--- src/rtl/sub_serial.sv ---
// Bit-serial subtractor: loads a and b (optionally unmasked), then shifts out
// a - b LSB-first into out over WIDTH clocks and reports the final borrow.
module sub_serial #(
  parameter int               WIDTH  = 8,
  parameter logic [WIDTH-1:0] A_MASK = '0,
  parameter logic [WIDTH-1:0] B_MASK = '0
) (
  input  logic             clk,
  input  logic             rst,
  input  logic             en,
  input  logic [WIDTH-1:0] a,
  input  logic [WIDTH-1:0] b,
  output logic [WIDTH-1:0] out,
  output logic             borrow,
  output logic             done,
  output logic             busy,
  output logic [1:0]       dbg_state
);

  localparam int             CW   = $clog2(WIDTH);
  localparam logic [CW-1:0]  LAST = CW'(WIDTH - 1);

  typedef enum logic [1:0] {
    IDLE = 2'd0,
    SUB  = 2'd1,
    DONE = 2'd2
  } state_t;

  state_t           state;
  state_t           state_n;
  logic [WIDTH-1:0] a_reg;
  logic [WIDTH-1:0] b_reg;
  logic [CW-1:0]    count;
  logic             diff_bit;
  logic             borrow_n;

  // Handshake: en is a start request; it is taken only while busy is low
  // (IDLE), and the result is valid in out/borrow for the single cycle done=1.
  always_ff @(posedge clk) begin
    if (!rst) state <= IDLE;
    else      state <= state_n;
  end

  always_comb begin
    state_n = state;
    case (state)
      IDLE:    if (en) state_n = SUB;
      SUB:     if (count == LAST) state_n = DONE;
      DONE:    state_n = IDLE;
      default: state_n = IDLE;
    endcase
  end

  always_comb begin
    diff_bit = a_reg[0] ^ b_reg[0] ^ borrow;
    borrow_n = (~a_reg[0] & b_reg[0]) | (~a_reg[0] & borrow) | (b_reg[0] & borrow);
  end

  always_ff @(posedge clk) begin
    if (!rst) begin
      a_reg  <= '0;
      b_reg  <= '0;
      out    <= '0;
      borrow <= 1'b0;
      count  <= '0;
    end else begin
      case (state)
        IDLE: begin
          if (en) begin
            a_reg  <= a ^ A_MASK;
            b_reg  <= b ^ B_MASK;
            out    <= '0;
            borrow <= 1'b0;
            count  <= '0;
          end
        end
        SUB: begin
          out    <= {diff_bit, out[WIDTH-1:1]};
          borrow <= borrow_n;
          a_reg  <= a_reg >> 1;
          b_reg  <= b_reg >> 1;
          count  <= count + 1'b1;
        end
        default: begin
        end
      endcase
    end
  end

  assign done      = (state == DONE);
  assign busy      = (state != IDLE);
  assign dbg_state = state;

endmodule
--- config.mk ---
export PLATFORM = sky130hd
export DESIGN_NAME = sub_serial
export DESIGN_NICKNAME = d
export VERILOG_FILES = /design/src/rtl/sub_serial.sv
export SDC_FILE = /design/constraint.sdc
export NUM_CORES = 1
export LEC_CHECK = 0
export ABC_AREA = 0
export CAP_MARGIN = 20
export CORE_MARGIN = 4
export CORE_UTILIZATION = 40
export DETAILED_ROUTE_END_ITERATION = 10
export GPL_TIMING_DRIVEN = 0
export PLACE_DENSITY = 0.66
export SLEW_MARGIN = 20
export SYNTH_ARGS = -nofsm -noshare
export SYNTH_HDL_FRONTEND = slang
export SYNTH_SLANG_ARGS = --single-unit
--- constraint.sdc ---
create_clock -name clk -period 1.7 [get_ports clk]
set_input_delay 0.51 -clock clk [delete_from_list [all_inputs] [get_ports clk]]
set_output_delay 0.51 -clock clk [all_outputs]
set_load 0.03 [all_outputs]
* Word level (Yosys, flattened, before mapping) *
Index checks and enable logic that the tools add are counted.

storage, ports and cells
  register bits = 30
  latch bits = 0
  RAM bits = 0
  bits in read-only memories = 0
  bits of input ports = 19
  output and inout bits = 13
  word-level logic and storage cells = 38
  memories kept = 0

operators by class
  $add $sub $neg = 1
  multiply operators = 0
  divide/modulo/power cells = 0
  order comparisons = 0
  eq/ne operators = 5
  shift-type cells = 0
  mux-type cells = 13
  bitwise operators = 8
  reduce and logical (&&, ||, !) cells = 5

operators with widths
  operator               number
  $pmux W8 S2            3
  $mux W8                3
  $pmux W3 S2            1
  $mux W2                2
  $ne A2 B2 Y1 const B   2
  $pmux W2 S2            1
  $reduce_and A2 Y1      2
  $reduce_bool A2 Y1     2
  $add A3 B1 Y3 const B  1
  $and A1 B1 Y1          3
  $eq A3 B3 Y1 const B   1
  $mux W3                1
  $eq A2 B1 Y1 const B   1
  $eq A2 B2 Y1 const B   1
  $logic_not A2 Y1       1
  $or A1 B1 Y1           2
  $pmux W1 S2            1
  $xor A1 B1 Y1          2
  $mux W1                1
  $not A1 Y1             1

* Longest topological paths before layout *
  depth in word-level cells = 5
  gate-level depth with buffers = 6
  depth with buffers taken out = 5

* Least setup slack after synthesis *
No wires, ideal clock.

  path type = register to register
  from = register state[1] (netlist: dbg_state[1])
  to = register a_reg[0]
  setup time = 0.119 ns
  data arrival time = 1.440 ns
  required time = 1.581 ns
  setup slack = 0.140 ns
  stages on the path, launching flop included = 6
  buffers on the path = 3
  period minus slack after synthesis = 1.560 ns
  cells stage by stage = dfxtp_1 clkbuf_1 o21bai_2 buf_4 buf_4 a21oi_2

between the ends
  longest elaborated chain between the ends = 3
  elaborated cells on any way between the ends = 6
  classes of those cells = 2 x eq/ne; 1 x mux; 3 x reduce/logical

ends and longest elaborated chain
  element                                                              RTL line  source
  start: declaration                                                   29        state_t state;
  start signal: assignment                                             41        else state <= state_n;
  $eq A2 B1 Y1 or $logic_not A2 Y1 (tied branches)                     67        case (state)
  $reduce_bool A2 Y1 (no source line) or $ne A2 B2 Y1 (tied branches)  --
  $reduce_and A2 Y1 (no source line)                                   --
  end signal: assignment                                               70        a_reg <= a ^ A_MASK;
  end signal: assignment                                               80        a_reg <= a_reg >> 1;
  end: declaration                                                     31        logic [WIDTH-1:0] a_reg;

Parallel ways exist; a longest one is shown, timed or not.
A chain may end at the register's enable or synchronous reset.

* Worst setup path after layout *
  from = register state[1] (netlist: dbg_state[1])
  to = output port busy

between the ends
  longest elaborated chain between the ends = 1

ends and longest elaborated chain
  element             RTL line  source
  $reduce_bool A2 Y1  91        assign busy = (state != IDLE);
  end: declaration    16        output logic busy,

No other way between the ends.

==> flow_summary.ini <==
[drt]
drt_first_pass_iters = 4
detail-route-antenna-nets = 0
met2WireLength_um = 1400
avgViaCountPerCell = 4.943
wl_um = 2851
wl_per_cell_um = 13.51
num_vias = 1043
drt-initial-drc-count = 45
wl_met1_um = 1220
drcViolationCount = 0
dr.max_layer_used = met4
dr_wl_met3_um = 178

[critical_path]
slowest_stage = dfxtp_2
worstSetupEndpointType = output pin
crit_type = flip-flop to output pin
worstPathMaxFanout = 4
crit_end = busy
crit_required_ps = 1190
max_stage_delay_ps = 340
crit_path_start_kind = flip-flop
r2r_end = a_reg[3]$_SDFFE_PN0P_
rrSetupSlack_ps = 140
crit_start = dbg_state[1]$_SDFFE_PN0P_
r2r-start = dbg_state[0]$_SDFFE_PN0P_
r2r_cells = 7
crit_chain = buf_8 > or2_4 > buf_6
worstPathArrival_ps = 1130

[global_route]
grt_usage_pct = 15.22
grt_overflow = 0
grt_pass1_vias = 1109
grt_pass1_wl_um = 5016
antenna_found_initial = 0
grt_max_degree = 11

[yosys]
synthArstFlopShare_pct = 0
synthesis.nets = 149
synthFlopType = dfxtp_1
seq_area_frac_synth_pct = 44.00
avgSynthCellArea_sq_um = 10.75
netlist_instances = 127
synth_cell_type_count = 29
ys_warn_count = 0
netlist_area_sq_mm = 0.001365
yosys_register_bits = 30
synth_edf_count = 0

[clock_tree]
numCtsBuffers = 5
htree_num_levels = 2
cts_max_path_buffers = 2
clk_pin_slew_worst_paths_ps = 80
clock_sinks = 30
clk_latency_ps = 320
tritoncts = done
cts-root-buf = clkbuf_4

[flow_run]
max_cap_viol_count = 0

[status]
status = completed

[timing]
slew_viol_final = 0
hold_viol_final = 0
skew_ps = 4.385
slew-limit-headroom_pct = 61.15
finalCritPeriodShare_pct = 96.37
rsz0062_at_grt = false
worstMarginPinSlew_ps = 582.7
post-route-min-period_ps = 1638
fin_hold_ws_ps = 450.5
max_freq_ghz = 0.6104
setup_viol = 0

[layout]
seqCellArea_sq_um = 603.1
final_cell_mix = dfxtp_1, clkdlybuf4s50_1, inv_1
num_antenna_cells = 0
finish.utilization_pct = 57.22
multi_input_area_sq_um = 636.9
final_common_cell = dfxtp_1
fillCellCount = 300
num-nets-final = 190
drive_gt1_share_pct = 28.74
area_growth_syn_to_layout_pct = 32.17

[die]
core_area_sq_mm = 0.003153
dieArea_sq_mm = 0.004411
die_h_um = 66.42
placementRows = 20
ios = 32
die_x_um = 66.42
initial_core_util_pct = 43.29

[min_path]
min_path_type = flip-flop to flip-flop

[power_and_ir_drop]
finalPower_mw = 1.414
leakage_nw = 0.7032
p_per_area_mw_per_mm2 = 783.6
ir_drop_mv = 0.4620

[placement]
gp_congestion = 0.7626
place_hpwl_um = 2037
numPortBuffers = 30
[cells in the mapped netlist (all sizes together) (2+ instances only)]
cell type | number | area (sq um)
a21boi | 2 | 15.01
a21oi | 14 | 107.6
dfxtp | 30 | 600.6
a22oi | 10 | 75.07
buf | 7 | 58.80
o21ai | 2 | 10.01
nor2b | 12 | 77.58
ha | 2 | 25.02
mux2i | 2 | 20.02
clkbuf | 4 | 15.01
or4bb | 2 | 25.02
inv | 15 | 56.30
o221ai | 14 | 185.2
[metrics by stage]
stage	TNS (ps)	std cells	worst slack (ps)	area [sq um]
after CTS	-68.52	211	-68.52	1804
final	0	211	61.69	1804
after global placement	-6472	201	-388.0	1720
after global routing	0	211	9.663	1804
after floorplan	0	127	140.4	1365
after detailed placement	-6975	201	-396.7	1720
[layer usage]
metal  up-vias  global-route usage, %
met5         -                      0
met2        32                  26.02
met1       471                  16.70
met4         0                  6.091
li1        533                      -
met3         7                  5.952
[where the power goes]
part / switching, mW / internal (mW)
clock: 0.214 / 0.186
combinational: 0.123 / 0.124
sequential: 0.0237 / 0.742
total: 0.361 / 1.05
[how the worst min path moves through the flow]
stage                          startpoint                     to  slack (ps)  cells past startpoint
floorplan           b_reg[1]$_SDFFE_PN0P_  b_reg[1]$_SDFFE_PN0P_         430                      2
global placement    b_reg[1]$_SDFFE_PN0P_  b_reg[1]$_SDFFE_PN0P_         430                      2
detailed placement  b_reg[1]$_SDFFE_PN0P_  b_reg[1]$_SDFFE_PN0P_         440                      2
finish              b_reg[1]$_SDFFE_PN0P_  b_reg[1]$_SDFFE_PN0P_         450                      2
CTS                 b_reg[1]$_SDFFE_PN0P_  b_reg[1]$_SDFFE_PN0P_         450                      2
global route        b_reg[1]$_SDFFE_PN0P_  b_reg[1]$_SDFFE_PN0P_         470                      2
[area by class of cell]
type | count | share of cell area (%)
sequential | 30 | 33.43
buffer | 11 | 4.716
timing repair buffer | 34 | 17.55
multi-input combinational | 71 | 35.30
inverter | 15 | 3.121
tap | 44 | 3.051
clock buffer | 6 | 2.843
[kinds of logic after synthesis]
kind of cell,after synthesis,share of synthesized area (%)
compound gates,44,30.25
flops,30,44.00
buf+inv,26,9.531
simple gates,22,11.46
fa+ha+maj,3,3.299
mux,2,1.467
[critical path, delay by kind of cell (launching register included)]
| kind | cells | cell delay (ps) |
|---|---|---|
| buf+inv | 2 | 250 |
| simple gates | 1 | 220 |
| flops | 1 | 340 |
[timing repair]
item,in CTS,in global routing
hold buffers,0,0
resized for setup,28,7
setup buffers,4,0
setup endpoints to repair,23,4
endpoints found under the hold margin,0,0
No activity file was read; power rests on OpenSTA's default activity.
